===== src/rtl/vga_timing_pkg.sv =====
`default_nettype none
// ============================================================================
// Module  : vga_timing_pkg
// Purpose : Shared timing constants and helpers for the VGA timing engine.
//           Provides 640x480@60 and 800x600@60 timing sets, the host
//           colour width, and a helper that derives an axis' total length
//           and active-area origin from its sync/bp/act/fp lengths.
// Rev     : 1.0  initial release
// ============================================================================
package vga_timing_pkg;

  // 640x480 @ 60 Hz (25.175 MHz pixel clock)
  localparam int unsigned C_VGA_H_SYNC = 96;
  localparam int unsigned C_VGA_H_BP   = 48;
  localparam int unsigned C_VGA_H_ACT  = 640;
  localparam int unsigned C_VGA_H_FP   = 16;
  localparam int unsigned C_VGA_V_SYNC = 2;
  localparam int unsigned C_VGA_V_BP   = 33;
  localparam int unsigned C_VGA_V_ACT  = 480;
  localparam int unsigned C_VGA_V_FP   = 10;

  // 800x600 @ 60 Hz (40 MHz pixel clock)
  localparam int unsigned C_SVGA_H_SYNC = 128;
  localparam int unsigned C_SVGA_H_BP   = 88;
  localparam int unsigned C_SVGA_H_ACT  = 800;
  localparam int unsigned C_SVGA_H_FP   = 40;
  localparam int unsigned C_SVGA_V_SYNC = 4;
  localparam int unsigned C_SVGA_V_BP   = 23;
  localparam int unsigned C_SVGA_V_ACT  = 600;
  localparam int unsigned C_SVGA_V_FP   = 1;

  // Host colour channel width
  localparam int unsigned C_COLOR_W = 10;

  typedef struct packed {
    int unsigned total;  // full axis period
    int unsigned start;  // first active position
  } axis_geom_t;

  function automatic axis_geom_t axis_geom(input int unsigned sync,
                                           input int unsigned bp,
                                           input int unsigned act,
                                           input int unsigned fp);
    axis_geom_t g;
    g.total = sync + bp + act + fp;
    g.start = sync + bp;
    return g;
  endfunction

endpackage
`default_nettype wire


===== src/rtl/vga_axis_counter.sv =====
`default_nettype none
// ============================================================================
// Module  : vga_axis_counter
// Purpose : One timing axis (horizontal or vertical). Counts 0..TOT-1 while
//           enabled and wraps, and decodes sync level, active window and
//           origin from the current count.
// Ports   : i_clk, i_rst (async, active-high), i_en (advance enable)
//           o_cnt    current position
//           o_wrap   i_en while at the last position (count wraps this edge)
//           o_sync   sync line level with polarity applied
//           o_active position inside the active window
//           o_start  position is 0
// Rev     : 1.0  initial release
// ============================================================================
module vga_axis_counter
  import vga_timing_pkg::*;
#(
  parameter int unsigned SYNC = 96,
  parameter int unsigned BP   = 48,
  parameter int unsigned ACT  = 640,
  parameter int unsigned FP   = 16,
  parameter bit          POL  = 1'b0,
  localparam axis_geom_t  GEOM  = axis_geom(SYNC, BP, ACT, FP),
  // One spare code so START+ACT is representable even when FP = 0
  localparam int unsigned CNT_W = $clog2(GEOM.total + 1)
)(
  input  logic             i_clk,
  input  logic             i_rst,
  input  logic             i_en,
  output logic [CNT_W-1:0] o_cnt,
  output logic             o_wrap,
  output logic             o_sync,
  output logic             o_active,
  output logic             o_start
);

  localparam logic [CNT_W-1:0] C_LAST     = CNT_W'(GEOM.total - 1);
  localparam logic [CNT_W-1:0] C_SYNC_END = CNT_W'(SYNC);
  localparam logic [CNT_W-1:0] C_ACT_BEG  = CNT_W'(GEOM.start);
  localparam logic [CNT_W-1:0] C_ACT_END  = CNT_W'(GEOM.start + ACT);

  logic [CNT_W-1:0] r_cnt;
  logic             w_last;

  assign w_last = (r_cnt == C_LAST);

  always_ff @(posedge i_clk or posedge i_rst) begin
    if (i_rst) begin
      r_cnt <= '0;
    end else if (i_en) begin
      r_cnt <= w_last ? '0 : r_cnt + CNT_W'(1);
    end
  end

  assign o_cnt    = r_cnt;
  assign o_wrap   = i_en & w_last;
  assign o_sync   = (r_cnt < C_SYNC_END) ? POL : ~POL;
  assign o_active = (r_cnt >= C_ACT_BEG) && (r_cnt < C_ACT_END);
  assign o_start  = (r_cnt == '0);

endmodule
`default_nettype wire


===== src/rtl/vga_timing_engine.sv =====
`default_nettype none
// ============================================================================
// Module  : vga_timing_engine
// Purpose : Parametrised VGA raster timing with pixel request strobe, draw
//           coordinates and a one-stage registered colour path (grayscale
//           and overlay modes) driving an ADV7123-style DAC.
// Ports   : iCLK / iRST (async, active-high) / iPIX_EN (advance enable)
//           iRed/iGreen/iBlue host pixel, iGRAY grayscale select,
//           iOverlay overlay hit for current DrawX/DrawY
//           oRequest pixel request (REQ_LEAD cycles ahead of data)
//           DrawX/DrawY active-area coordinates (0 outside active area)
//           oVGA_R/G/B, oVGA_H_SYNC, oVGA_V_SYNC, oVGA_BLANK (blank_n),
//           oVGA_SYNC (tied 0), oVGA_CLOCK (= iCLK)
//           oFrameStart / oLineStart origin pulses
// Rev     : 1.0  initial release
// ============================================================================
module vga_timing_engine
  import vga_timing_pkg::*;
#(
  parameter int unsigned H_SYNC   = C_VGA_H_SYNC,
  parameter int unsigned H_BP     = C_VGA_H_BP,
  parameter int unsigned H_ACT    = C_VGA_H_ACT,
  parameter int unsigned H_FP     = C_VGA_H_FP,
  parameter int unsigned V_SYNC   = C_VGA_V_SYNC,
  parameter int unsigned V_BP     = C_VGA_V_BP,
  parameter int unsigned V_ACT    = C_VGA_V_ACT,
  parameter int unsigned V_FP     = C_VGA_V_FP,
  parameter bit          H_POL    = 1'b0,
  parameter bit          V_POL    = 1'b0,
  parameter int unsigned COLOR_W  = C_COLOR_W,
  parameter int unsigned OUT_W    = 8,
  parameter int unsigned REQ_LEAD = 1,
  parameter logic [COLOR_W-1:0] OVL_R = '1,
  parameter logic [COLOR_W-1:0] OVL_G = '0,
  parameter logic [COLOR_W-1:0] OVL_B = '0,
  localparam int unsigned DX_W = $clog2(H_ACT),
  localparam int unsigned DY_W = $clog2(V_ACT)
)(
  input  logic               iCLK,
  input  logic               iRST,
  input  logic               iPIX_EN,
  input  logic [COLOR_W-1:0] iRed,
  input  logic [COLOR_W-1:0] iGreen,
  input  logic [COLOR_W-1:0] iBlue,
  input  logic               iGRAY,
  input  logic               iOverlay,
  output logic               oRequest,
  output logic [DX_W-1:0]    DrawX,
  output logic [DY_W-1:0]    DrawY,
  output logic [OUT_W-1:0]   oVGA_R,
  output logic [OUT_W-1:0]   oVGA_G,
  output logic [OUT_W-1:0]   oVGA_B,
  output logic               oVGA_H_SYNC,
  output logic               oVGA_V_SYNC,
  output logic               oVGA_BLANK,
  output logic               oVGA_SYNC,
  output logic               oVGA_CLOCK,
  output logic               oFrameStart,
  output logic               oLineStart
);

  localparam axis_geom_t  H_GEOM = axis_geom(H_SYNC, H_BP, H_ACT, H_FP);
  localparam axis_geom_t  V_GEOM = axis_geom(V_SYNC, V_BP, V_ACT, V_FP);
  localparam int unsigned H_CW   = $clog2(H_GEOM.total + 1);
  localparam int unsigned V_CW   = $clog2(V_GEOM.total + 1);

  localparam logic [H_CW-1:0] C_H_START = H_CW'(H_GEOM.start);
  localparam logic [V_CW-1:0] C_V_START = V_CW'(V_GEOM.start);
  // Request window, expressed on the h value the counter is about to take
  localparam logic [H_CW-1:0] C_REQ_BEG = H_CW'(H_GEOM.start - REQ_LEAD);
  localparam logic [H_CW-1:0] C_REQ_END = H_CW'(H_GEOM.start + H_ACT - REQ_LEAD);

  logic [H_CW-1:0] w_h, w_h_nxt;
  logic [V_CW-1:0] w_v;
  logic            w_h_wrap, w_v_wrap;
  logic            w_h_sync, w_v_sync;
  logic            w_h_act, w_v_act, w_act;
  logic            w_h_start, w_v_start;
  logic            w_unused;

  vga_axis_counter #(
    .SYNC(H_SYNC), .BP(H_BP), .ACT(H_ACT), .FP(H_FP), .POL(H_POL)
  ) u_h_axis (
    .i_clk   (iCLK),
    .i_rst   (iRST),
    .i_en    (iPIX_EN),
    .o_cnt   (w_h),
    .o_wrap  (w_h_wrap),
    .o_sync  (w_h_sync),
    .o_active(w_h_act),
    .o_start (w_h_start)
  );

  // Vertical axis advances once per completed line
  vga_axis_counter #(
    .SYNC(V_SYNC), .BP(V_BP), .ACT(V_ACT), .FP(V_FP), .POL(V_POL)
  ) u_v_axis (
    .i_clk   (iCLK),
    .i_rst   (iRST),
    .i_en    (w_h_wrap),
    .o_cnt   (w_v),
    .o_wrap  (w_v_wrap),
    .o_sync  (w_v_sync),
    .o_active(w_v_act),
    .o_start (w_v_start)
  );

  assign w_unused = w_v_wrap;
  assign w_act    = w_h_act & w_v_act;
  // Only consumed on enabled edges, where w_h_wrap equals "h is last"
  assign w_h_nxt  = w_h_wrap ? '0 : w_h + H_CW'(1);

  assign DrawX = w_act ? DX_W'(w_h - C_H_START) : '0;
  assign DrawY = w_act ? DY_W'(w_v - C_V_START) : '0;

  // Colour selection: overlay > grayscale > pass-through
  logic [COLOR_W+1:0] w_sum;
  logic [COLOR_W-1:0] w_gray;
  logic [COLOR_W-1:0] w_r, w_g, w_b;

  assign w_sum  = {2'b00, iRed} + {1'b0, iGreen, 1'b0} + {2'b00, iBlue};
  assign w_gray = w_sum[COLOR_W+1:2];

  always_comb begin
    w_r = iRed;
    w_g = iGreen;
    w_b = iBlue;
    if (iGRAY) begin
      w_r = w_gray;
      w_g = w_gray;
      w_b = w_gray;
    end
    if (iOverlay) begin
      w_r = OVL_R;
      w_g = OVL_G;
      w_b = OVL_B;
    end
  end

  logic               r_req, r_hs, r_vs, r_blank, r_frame, r_line;
  logic [OUT_W-1:0]   r_red, r_grn, r_blu;

  always_ff @(posedge iCLK or posedge iRST) begin
    if (iRST) begin
      r_req   <= 1'b0;
      r_hs    <= ~H_POL;
      r_vs    <= ~V_POL;
      r_blank <= 1'b0;
      r_frame <= 1'b0;
      r_line  <= 1'b0;
      r_red   <= '0;
      r_grn   <= '0;
      r_blu   <= '0;
    end else if (iPIX_EN) begin
      // v cannot change between a request-window h and its predecessor
      // because the window never contains h = 0.
      r_req   <= w_v_act && (w_h_nxt >= C_REQ_BEG) && (w_h_nxt < C_REQ_END);
      r_hs    <= w_h_sync;
      r_vs    <= w_v_sync;
      r_blank <= w_act;
      r_frame <= w_h_start & w_v_start;
      r_line  <= w_h_start;
      r_red   <= w_act ? w_r[COLOR_W-1 -: OUT_W] : '0;
      r_grn   <= w_act ? w_g[COLOR_W-1 -: OUT_W] : '0;
      r_blu   <= w_act ? w_b[COLOR_W-1 -: OUT_W] : '0;
    end
  end

  assign oRequest    = r_req;
  assign oVGA_R      = r_red;
  assign oVGA_G      = r_grn;
  assign oVGA_B      = r_blu;
  assign oVGA_H_SYNC = r_hs;
  assign oVGA_V_SYNC = r_vs;
  assign oVGA_BLANK  = r_blank;
  assign oFrameStart = r_frame;
  assign oLineStart  = r_line;
  assign oVGA_SYNC   = 1'b0;
  assign oVGA_CLOCK  = iCLK;

endmodule
`default_nettype wire


===== config.mk =====
export PLATFORM = sky130hd
export DESIGN_NAME = vga_timing_engine
export DESIGN_NICKNAME = d
export VERILOG_FILES = /design/src/rtl/vga_timing_pkg.sv /design/src/rtl/vga_axis_counter.sv /design/src/rtl/vga_timing_engine.sv
export SDC_FILE = /design/constraint.sdc
export NUM_CORES = 1
export LEC_CHECK = 0
export CAP_MARGIN = 0
export CORE_MARGIN = 4
export CORE_UTILIZATION = 45
export CTS_CLUSTER_DIAMETER = 50
export DETAILED_ROUTE_END_ITERATION = 10
export PLACE_DENSITY = 0.73
export SLEW_MARGIN = 20
export SYNTH_ARGS = -nofsm -noshare
export SYNTH_HDL_FRONTEND = slang
export SYNTH_SLANG_ARGS = --single-unit

===== constraint.sdc =====
create_clock -name iCLK -period 2.5 [get_ports iCLK]
set_input_delay 0.25 -clock iCLK [delete_from_list [all_inputs] [get_ports iCLK]]
set_output_delay 0.25 -clock iCLK [all_outputs]
set_load 0.05 [all_outputs]

==> results.toml <==
[die]
start_util_pct = 47.20
die_y_um = 96.16
die_x_um = 96.16
core-area_um2 = 7408
ios = 86
num_rows = 31
dieArea_um2 = 9246

[power_and_ir_drop]
ir_worst_vdd_mv = 0.3613
p_leak_uw = 0.002390
p_per_area_nw_per_um2 = 743.6

[clock_network]
clock_latency_ns = 0.41
path_clk_slew_ns = 0.09
tritoncts = "yes"

[global_routing]
grt_remaining_overflow = 0
grt_pass1_wl_um = 17060
first_global_vias = 3641
grt_max_degree = 44
antenna_found_initial = 0
grt_use_total_pct = 23.80

[worst_setup_path]
crit_fanout = 6
reg2reg_slack_ns = 0.17
r2r_cells = 9
r2r-start = "u_v_axis.o_cnt[0]"
critPathArrivalTime_ns = 2.81
crit_required_ns = 2.79
worstSetupEndpointType = "register"
start_kind = "primary input"
critPathKind = "in2reg"
reg2reg_to = "u_v_axis.o_cnt[3]"

[routing]
drtAntennaViolNets = 0
drt_iter0_drc = 183
wl_um = 10850
drc = 0
via_per_inst = 5.564
wl_per_cell_um = 16.90
dr.pass1.iters = 6
dr_total_vias = 3572

[yosys]
synth_xor_area_share_pct = 6.011
ys_top_cells_by_area = "dfrtp_1, ha_1, inv_1"
synth-compound-area-share_pct = 18.46
synth_warnings = 0
synth.largest_area_cell = "dfrtp_1"
syn_area_um2 = 3497
synthMostInstantiatedCell = "inv_1"
synthFlopType = "dfrtp_1"
synth_top_family_by_area = "compound AO/OA/AOI/OAI gates"
muxShareOfSynthArea_pct = 2.934
synth_top_cell_area_share_pct = 34.35
syn_inst = 400
synth-edff-count = 0
synth.distinct_cells = 52
synthArstFlopShare_pct = 100.0
ys_seq_elements = 50
synth-simple-area-share_pct = 17.03
synth-adder-area-share_pct = 11.23
syn_avg_cell_area_um2 = 8.743
synth_top_cells_by_count = "inv_1, dfrtp_1, nor2_1"
yosysSeqAreaShare_pct = 35.85
synth_nets = 461

[final_layout]
fin_util_pct = 75.44
n_fill_cell = 509
antenna_cells = 0
regArea_um2 = 1256
fin_nets = 603
drive_gt1_share_pct = 30.94
area_growth_pct = 59.82
multi_input_area_um2 = 2295

[run]
maxCapViolCount = 0

[hold_path]
min_from = "iGreen[2]"
min_path_type = "in2reg"
hold_depth = 3
min_to = "oVGA_G[0]"

[status]
status = "complete, but fails checks"
violations = "negative setup slack"

[timing]
finalCritPeriodShare_pct = 101.1
tightestPinTransition_ns = 0.8806
maxSlewHeadroom_pct = 40.75
worst_slack_ns = -0.02845
timing.fmax_ghz = 0.3955
rsz0062_at_grt = "yes"
hold_viol_final = 0
fin_crit_ns = 2.528
setup_tns_ns = -0.04030
skew_ns = 0.003162
setup-violations-final = 3
slew_viol_final = 0

[placed_design]
post-dp-hpwl_um = 7661
gp_congestion = 0.8802
port_buffers = 84
-- cell families (layout without fill, tap and decap cells) --
group | count (synthesis) | in the layout
buf+inv | 74 | 217
fa+ha+maj | 26 | 26
other cells | 1 | 1
flops | 50 | 50
simple gates | 119 | 119
compound gates | 96 | 96
mux | 10 | 10
xor+xnor | 24 | 24
-- timing repair --
action	CTS	global route
hold buffers	0	0
endpoints found under the setup margin	31	35
gates resized for setup	32	48
buffers inserted	12	5
pin swaps	16	21
-- routing by layer --
layer  global-route usage (%)  wire (um)
met1                    29.43       4369
met2                    41.00       5575
met3                    4.691        673
met4                    8.531        230
met5                        0          0
-- cell type report --
cell class | count | area share (%)
flip-flops and latches | 50 | 22.48
clock inverters | 2 | 0.1791
inverters | 50 | 3.358
well taps | 99 | 2.216
multi-input cells | 276 | 41.06
repair buffers | 155 | 28.50
clock buffers | 10 | 2.216
-- worst max-delay path by stage --
stage / from / endpoint / slack [ns] / cells past startpoint
3_5_place_dp: iRed[3] / oVGA_B[5] / -0.67 / 12
2_1_floorplan: u_v_axis.o_cnt[0] / DrawX[7] / -0.13 / 7
3_3_place_gp: iRed[3] / oVGA_R[5] / -0.52 / 12
5_1_grt: u_h_axis.o_cnt[1] / DrawY[8] / -0.1 / 9
6_report: iRed[3] / oVGA_R[3] / -0.03 / 11
4_1_cts: u_v_axis.o_cnt[1] / DrawY[8] / -0.05 / 8
-- metrics by stage --
stage | total power, uW | worst slack, ns | std cells | area (um2) | hold slack [ns]
3_3_place_gp | 3228 | -0.5187 | 615 | 5007 | 0.4780
2_1_floorplan | 2364 | -0.1272 | 400 | 3537 | 0.4026
6_report | 4156 | -0.02845 | 642 | 5589 | 0.1562
4_1_cts | 3983 | -0.05435 | 638 | 5350 | 0.2414
5_1_grt | 4353 | -0.09722 | 642 | 5589 | 0.2100
3_5_place_dp | 3269 | -0.6734 | 615 | 5007 | 0.4929
-- cell usage in the layout, fill, tap and decap left out, drive strengths merged, types with 11 or more instances in the layout --
cell type,Yosys,final
o21ai,17,17
clkdlybuf4s50,0,59
dfrtp,48,48
nor2,36,36
nand4,11,11
inv,49,49
xnor2,20,20
buf,8,91
ha,17,17
o22ai,22,22
a21oi,19,19
nand2,24,24
-- power breakdown --
| part | total, uW | internal, uW | switching [uW] |
|---|---|---|---|
| Clock | 695 | 324 | 371 |
| Sequential | 1070 | 935 | 131 |
| Combinational | 2390 | 1040 | 1350 |
| Total | 4160 | 2300 | 1850 |
-- critical path: stages --
cell	delay, ns
clkdlybuf4s50_1	0.47
inv_2	0.05
fa_1	0.52
inv_2	0.05
ha_4	0.28
nor3_4	0.05
a211oi_4	0.39
a31oi_1	0.20
mux2i_2	0.22
a211oi_2	0.23
o22ai_1	0.10
-- sequential cells by signal (all words and copies together), names as in the netlist --
name and flops:
oLineStart 1, oVGA_G 8, oVGA_V_SYNC 1, oVGA_BLANK 1
oFrameStart 1, oVGA_B 8, u_h_axis.o_cnt 10, oVGA_H_SYNC 1
oRequest 1, oVGA_R 8, u_v_axis.o_cnt 10
(Power assumes the default switching activity.)
